==> src/rtl/alu_arbiter.sv <==
// Round-robin arbiter sharing one 4-bit ALU between two requesters.
// Operands are held for SETTLE cycles, then the result and flags are registered and returned tagged with the requester id.
module alu_arbiter #(
    parameter int unsigned SETTLE = 4
) (
    input  logic       clk,
    input  logic       reset,
    input  logic       req0_valid,
    output logic       req0_ready,
    input  logic [3:0] req0_a,
    input  logic [3:0] req0_b,
    input  logic [2:0] req0_cmd,
    input  logic       req1_valid,
    output logic       req1_ready,
    input  logic [3:0] req1_a,
    input  logic [3:0] req1_b,
    input  logic [2:0] req1_cmd,
    output logic       rsp_valid,
    input  logic       rsp_ready,
    output logic       rsp_id,
    output logic [3:0] rsp_result,
    output logic       rsp_carryout,
    output logic       rsp_zero,
    output logic       rsp_overflow,
    output logic       busy
);

    localparam logic [2:0] CMD_ADD  = 3'd0;
    localparam logic [2:0] CMD_SUB  = 3'd1;
    localparam logic [2:0] CMD_XOR  = 3'd2;
    localparam logic [2:0] CMD_SLT  = 3'd3;
    localparam logic [2:0] CMD_AND  = 3'd4;
    localparam logic [2:0] CMD_NAND = 3'd5;
    localparam logic [2:0] CMD_NOR  = 3'd6;
    localparam logic [2:0] CMD_OR   = 3'd7;

    localparam logic [3:0] CNT_INIT = 4'(SETTLE - 1);

    typedef enum logic [1:0] {IDLE, EXEC, RESP} state_e;

    state_e     state, state_next;
    logic       last_grant;
    logic [3:0] cnt;
    logic [3:0] a_q, b_q;
    logic [2:0] cmd_q;
    logic       id_q;
    logic       accept, grant_id;

    logic [3:0] alu_result;
    logic       alu_carryout, alu_zero, alu_overflow;
    logic [3:0] b_eff;
    logic       c_in;
    logic [4:0] sum;
    logic       sum_ovf;

    always_ff @(posedge clk) begin
        if (reset) state <= IDLE;
        else       state <= state_next;
    end

    always_comb begin
        state_next = state;
        req0_ready = 1'b0;
        req1_ready = 1'b0;
        accept     = 1'b0;
        grant_id   = 1'b0;
        case (state)
            IDLE: begin
                // On a tie the port that did not win last time is granted.
                if (req0_valid && req1_valid) begin
                    req0_ready = last_grant;
                    req1_ready = !last_grant;
                end else begin
                    req0_ready = req0_valid;
                    req1_ready = req1_valid;
                end
                accept   = req0_ready | req1_ready;
                grant_id = req1_ready;
                if (accept) state_next = EXEC;
            end
            EXEC:    if (cnt == '0) state_next = RESP;
            RESP:    if (rsp_ready) state_next = IDLE;
            default: state_next = IDLE;
        endcase
    end

    assign busy = (state != IDLE);

    always_ff @(posedge clk) begin
        if (reset) begin
            last_grant   <= 1'b1;
            cnt          <= '0;
            a_q          <= '0;
            b_q          <= '0;
            cmd_q        <= '0;
            id_q         <= 1'b0;
            rsp_valid    <= 1'b0;
            rsp_id       <= 1'b0;
            rsp_result   <= '0;
            rsp_carryout <= 1'b0;
            rsp_zero     <= 1'b0;
            rsp_overflow <= 1'b0;
        end else begin
            case (state)
                IDLE: begin
                    if (accept) begin
                        a_q        <= grant_id ? req1_a   : req0_a;
                        b_q        <= grant_id ? req1_b   : req0_b;
                        cmd_q      <= grant_id ? req1_cmd : req0_cmd;
                        id_q       <= grant_id;
                        last_grant <= grant_id;
                        cnt        <= CNT_INIT;
                    end
                end
                EXEC: begin
                    if (cnt != '0) begin
                        cnt <= cnt - 4'd1;
                    end else begin
                        rsp_valid    <= 1'b1;
                        rsp_id       <= id_q;
                        rsp_result   <= alu_result;
                        rsp_carryout <= alu_carryout;
                        rsp_zero     <= alu_zero;
                        rsp_overflow <= alu_overflow;
                    end
                end
                RESP:    if (rsp_ready) rsp_valid <= 1'b0;
                default: ;
            endcase
        end
    end

    // ALU_4bit: SUB and SLT share the adder as a + ~b + 1; logic ops and SLT report carryout=overflow=0.
    always_comb begin
        b_eff   = (cmd_q == CMD_SUB || cmd_q == CMD_SLT) ? ~b_q : b_q;
        c_in    = (cmd_q == CMD_SUB || cmd_q == CMD_SLT);
        sum     = {1'b0, a_q} + {1'b0, b_eff} + {4'b0000, c_in};
        sum_ovf = (a_q[3] == b_eff[3]) && (sum[3] != a_q[3]);

        alu_result   = '0;
        alu_carryout = 1'b0;
        alu_overflow = 1'b0;
        case (cmd_q)
            CMD_ADD, CMD_SUB: begin
                alu_result   = sum[3:0];
                alu_carryout = sum[4];
                alu_overflow = sum_ovf;
            end
            CMD_XOR:  alu_result = a_q ^ b_q;
            CMD_SLT:  alu_result = {3'b000, sum[3] ^ sum_ovf};
            CMD_AND:  alu_result = a_q & b_q;
            CMD_NAND: alu_result = ~(a_q & b_q);
            CMD_NOR:  alu_result = ~(a_q | b_q);
            CMD_OR:   alu_result = a_q | b_q;
            default:  alu_result = '0;
        endcase
        alu_zero = (alu_result == '0);
    end

endmodule

==> config.mk <==
export PLATFORM = sky130hd
export DESIGN_NAME = alu_arbiter
export DESIGN_NICKNAME = d
export VERILOG_FILES = /design/src/rtl/alu_arbiter.sv
export SDC_FILE = /design/constraint.sdc
export NUM_CORES = 1
export LEC_CHECK = 0
export CORE_MARGIN = 4
export CORE_UTILIZATION = 41
export CTS_CLUSTER_SIZE = 12
export DETAILED_ROUTE_END_ITERATION = 6
export PLACE_DENSITY = 0.67
export SLEW_MARGIN = 30
export SYNTH_ARGS = -nofsm -noshare
export SYNTH_HDL_FRONTEND = slang
export SYNTH_SLANG_ARGS = --single-unit
==> constraint.sdc <==
create_clock -name clk -period 4.6 [get_ports clk]
set_input_delay 0.69 -clock clk [delete_from_list [all_inputs] [get_ports clk]]
set_output_delay 0.69 -clock clk [all_outputs]
set_load 0.01 [all_outputs]
Word level (Yosys, flattened, before mapping)

Cells that the tools add are included.

Add/subtract/negate cells: 3
$mul: 0
Divide/modulo/power cells: 0
Order comparisons: 0
Equal/unequal tests: 17
Shift-type cells: 0
Muxes and demuxes: 24
Bitwise logic cells: 9
Reduce and logical (&&, ||, !) cells: 18

Operator list:

| operator            | number |
|---|---|
| $pmux 4 s7          | 1 |
| $mux 4              | 5 |
| $eq 3x3->1 const B  | 4 |
| $ne 2x2->1 const B  | 6 |
| $not 4->4           | 3 |
| $mux 1              | 11 |
| $reduce_and 3->1    | 3 |
| $logic_not 4->1     | 2 |
| $pmux 4 s2          | 1 |
| $eq 3x2->1 const B  | 2 |
| $mux 2              | 3 |
| $pmux 2 s3          | 1 |
| $reduce_bool 2->1   | 3 |
| $add 4x4->5         | 1 |
| $add 5x1->5         | 1 |
| $and 4x4->4         | 1 |
| $or 4x4->4          | 1 |
| $reduce_and 2->1    | 2 |
| $reduce_bool 4->1   | 1 |
| $sub 4x1->4 const B | 1 |
| $xor 4x4->4         | 1 |
| $eq 3x1->1 const B  | 1 |
| $logic_not 3->1     | 1 |
| $mux 3              | 1 |
| other kinds (13)    | 14 |

Register bits: 28
Bits in latches: 0
Memory bits (writable): 0
ROM bits: 0
Input port bits: 27
Output and inout port bits: 12
Memories: 0

Depth between registers and ports, before layout

Depth in word-level cells: 10
Depth in mapped cells: 10
Depth with buffers taken out: 8

Worst setup path before layout

Ideal clock, no wire load.

Kind: register to register
Start: register cmd_q[2]
End: register rsp_zero
Library setup time: 67 ps
Arrival: 2290 ps
Data required time: 4533 ps
Setup slack: 2243 ps
Stages on the path, launching flop included: 11
Buffers on the path: 2
Clock period less this slack: 2357 ps
Cell sequence: dfxtp_1 -> buf_6 -> clkbuf_1 -> nand2b_1 -> xnor2_1 -> ha_1 -> o21ai_0 -> a32oi_4 -> mux2i_1 -> a221o_1 -> o21ai_2

Word-level cells in the longest chain between the ends: 10
Elaborated cells on any way between the ends: 19
Classes of those cells: add/sub: 2; eq/ne: 9; mux: 2; bitwise: 1; reduce/logical: 5

RTL lines:

| element                                         | line          | source |
|---|---|---|
| start: declaration                              | 45            | `logic [2:0] cmd_q;` |
| start signal: assignment                        | 109           | `cmd_q <= grant_id ? req1_cmd : req0_cmd;` |
| $eq 3x1->1 / $eq 3x2->1 (equally long branches) | 135, 136, 143 |  |
| $logic_or 1x1->1                                | 135, 136      |  |
| $mux 4                                          | 135           | `b_eff = (cmd_q == CMD_SUB \|\| cmd_q == CMD_SLT) ? ~b_q : b_q;` |
| $add 4x4->5                                     | 137           | `sum = {1'b0, a_q} + {1'b0, b_eff} + {4'b0000, c_in};` |
| $add 5x1->5                                     | 137           |  |
| $ne 1x1->1                                      | 138           | `sum_ovf = (a_q[3] == b_eff[3]) && (sum[3] != a_q[3]);` |
| $logic_and 1x1->1                               | 138           |  |
| $xor 1x1->1                                     | 150           | `CMD_SLT: alu_result = {3'b000, sum[3] ^ sum_ovf};` |
| $pmux 4 s7 (*)                                  | 143           | `case (cmd_q)` |
| $logic_not 4->1 (*)                             | 157           | `alu_zero = (alu_result == '0);` |
| end signal: assignment                          | 123           | `rsp_zero <= alu_zero;` |
| end: declaration                                | 23            | `output logic rsp_zero,` |

Mark *: on every way between the ends. The rest lies on a longest branch, timed or not.
A chain may end at the register's enable or synchronous reset.

Final worst setup path

Start: input port req0_valid
End: output port req1_ready

Word-level cells in the longest chain between the ends: 4

RTL lines:

| element              | line | source |
|---|---|---|
| start: declaration   | 8    | `input logic req0_valid,` |
| $logic_and 1x1->1    | 70   | `if (req0_valid && req1_valid) begin` |
| $mux 1               | 70   |  |
| $mux 1 (2 in series) | 67   | `case (state)` |
| end: declaration     | 14   | `output logic req1_ready,` |

Every way passes these cells. The select of a mux whose other input is x is not followed.

==> results.txt <==
Core Util, Final -> 54.6%
layout cells sized above 1 -> 4.28%
Post-Syn Area -> 0.00173 sq mm
R2R Path End -> rsp_zero
# port buffers -> 38
Post-Synth Simple-Gate Area -> 25.9%
placed insts -> 303
number of fill cells -> 402
global-route wire length before repair -> 6780 um
Worst Max-Slew Pin Slew -> 0.801 ns
design area -> 0.00220 sq mm
core area -> 0.00403 sq mm
Layout Area Growth over Synthesis -> 27.3%
drc violations -> 0
final setup fails -> 0
WP data required -> 3.91 ns
DR pass1 iterations -> 4
die area -> 0.00532 sq mm
Critical Path End -> req1_ready
Synth Area in XOR/XNOR -> 3.55%
Reg2Reg Setup Slack -> 2.05 ns
# Post-CTS Setup Buffers -> 0
Critical R2R Launch -> cmd_q[2]
status -> finished clean
max frequency -> 306 MHz
DRT iter0 DRCs -> 61
synth top area cells -> dfxtp_1 (32%), ha_1 (8.7%), nand2_1 (8.3%)
post-synth top area share -> 32.4%
Worst Setup SP -> req0_valid
Placer Congestion -> 0.839
post-synthesis compound-gate area fraction -> 20.3%
CTS root buf -> clkbuf_8
final WL -> 3850 um
Async SR Flop Fraction -> 0%
unrepaired setup endpoints after global routing -> false
FP Rows -> 23
later-pin clock latency in the skew report -> 0.27 ns
CTS tree -> done
commonest non-fill, non-tap cells in the layout -> nand2_1 (38), clkdlybuf4s50_1 (38), dfxtp_1 (28), nor2_1 (26), a21oi_1 (17)
fin nets -> 298
Synth cell types -> 37
Lkg Pwr -> 0.858 nW
Non-Filler Instances -> 307
Vias -> 1,592
Design Power -> 0.000860 W
Final Hold Vio Count -> 0
clock-pin slew on the worst setup and hold paths -> 0.10 ns
Placement Cell Area -> 0.00213 sq mm
worst hold path class -> reg -> reg
power per cell area -> 391 mW/mm^2
Final Skew -> 0.0102 ns
Slew HR -> 46.5%
Critical Path Fanout Max -> 14
Gate Count Post-Synth -> 226
number of synthesized register bits -> 28
peak supply drop -> 0.177 mV
Max clock buf depth -> 2
GR peak layer -> met2
Synth Net Count -> 266
CTS buffer count -> 3
R2R depth -> 8
post-CTS sizing -> 0
top_reg_cell synth -> dfxtp_1
Tcrit/Tclk final -> 71.0%
Initial Util -> 42.9%
total congestion overflow -> 0
# IOs -> 39
Routed wire per std cell -> 12.5 um
GRT Util Overall -> 15.8%
met2 Resource Use GR -> 28.0%
GRT met3 Usage -> 2.48%
H-tree Lvls -> 1
vias per cell -> 5.19
die width -> 72.9 um
largest family of logic cells by synthesized area -> simple AND/OR/NAND/NOR gates
largest net degree at the start of global routing -> 28
register area share after synthesis -> 32.4%
Critical Path Sink Type -> output pin
warnings from Yosys -> 0
post-route ant nets -> 0
clock sink total -> 28
# diodes -> 0
Post-synth EDFFs -> 0
CTS Hold Bufs -> 0
met1 Use GR -> 20.3%
mux cell area share after synthesis -> 1.23%
DP HPWL -> 2910 um
die span in y -> 72.9 um
Setup Crit Path Kind -> in -> out
Worst Path Arrival -> 2.58 ns
Tmin final -> 3.27 ns
Mean Syn Cell Area -> 7.65 sq um
adder-cell share of the synthesized area -> 9.85%
Max Cap Violations -> 0
TNS Setup -> 0 ns
final max-slew violation count -> 0
initial antenna violation count -> 0
vias in the first global route -> 1,539
Yosys top cell by area -> dfxtp_1
Startpoint Class -> input pin
[metal layers]
metal,vias up,part of all wire (%)
li1,840,-
met1,722,47
met2,28,49
met3,2,3.5
met4,0,0.49
met5,-,0
[worst max-delay path, stage by stage]
cell and delay [ns]:
clkdlybuf4s50_1 0.44, nand2_1 0.08, nand3_1 0.41, inv_2 0.36, clkdlybuf4s50_1 0.59
[report_power, final]
part	total [W]	switching (W)	internal (W)
sequential	0.000325	0.0000476	0.000278
combinational	0.000343	0.000178	0.000164
clock	0.000192	0.0000754	0.000116
total	0.000860	0.000301	0.000559
[through the flow]
stage	hold WS (ns)	setup slack, ns
final	0.456	1.33
after global routing	0.487	1.20
after CTS	0.460	1.33
after detailed placement	0.446	1.33
after global placement	0.442	1.44
after floorplan	0.432	2.24
[Yosys cell counts, types with 7 or more instances]
| library cell | count |
|---|---|
| clkbuf_1 | 11 |
| nand2b_1 | 9 |
| nor2_1 | 26 |
| nor3_1 | 8 |
| nand2_1 | 38 |
| a21oi_1 | 17 |
| a311oi_1 | 11 |
| dfxtp_1 | 28 |
| inv_1 | 14 |
| nand3_1 | 7 |
| ha_1 | 12 |
[logic make-up after synthesis]
kind of cell,Yosys count
mux,2
flops,28
buf+inv,29
compound gates,49
fa+ha+maj,13
xor+xnor,7
simple gates,98
[flip-flops by register name, indices dropped and copies added, names as in the netlist, 2 cells and up]
| signal | flops |
|---|---|
| cmd_q | 3 |
| cnt | 4 |
| b_q | 4 |
| state | 2 |
| rsp_result | 4 |
| a_q | 4 |
[how the worst min path moves through the flow]
| stage | startpoint | end | cells after the start |
|---|---|---|---|
| final | rsp_overflow | rsp_overflow | 2 |
| after global routing | rsp_result[3] | rsp_result[3] | 2 |
| after CTS | rsp_overflow | rsp_overflow | 2 |
| after detailed placement | rsp_overflow | rsp_overflow | 2 |
| after global placement | rsp_overflow | rsp_overflow | 2 |
| after floorplan | id_q | rsp_id | 2 |
[area by class of cell]
cell class	count	area [sq um]	area share, %
Inverter	16	60.1	2.73
Tap cell	50	62.6	2.84
Multi-Input combinational cell	169	1050	47.7
Sequential cell	28	561	25.5
Clock buffer	3	41.3	1.88
Timing Repair Buffer	40	395	18.0
Clock inverter	1	30.0	1.37
No activity file was read; power rests on OpenSTA's default activity.
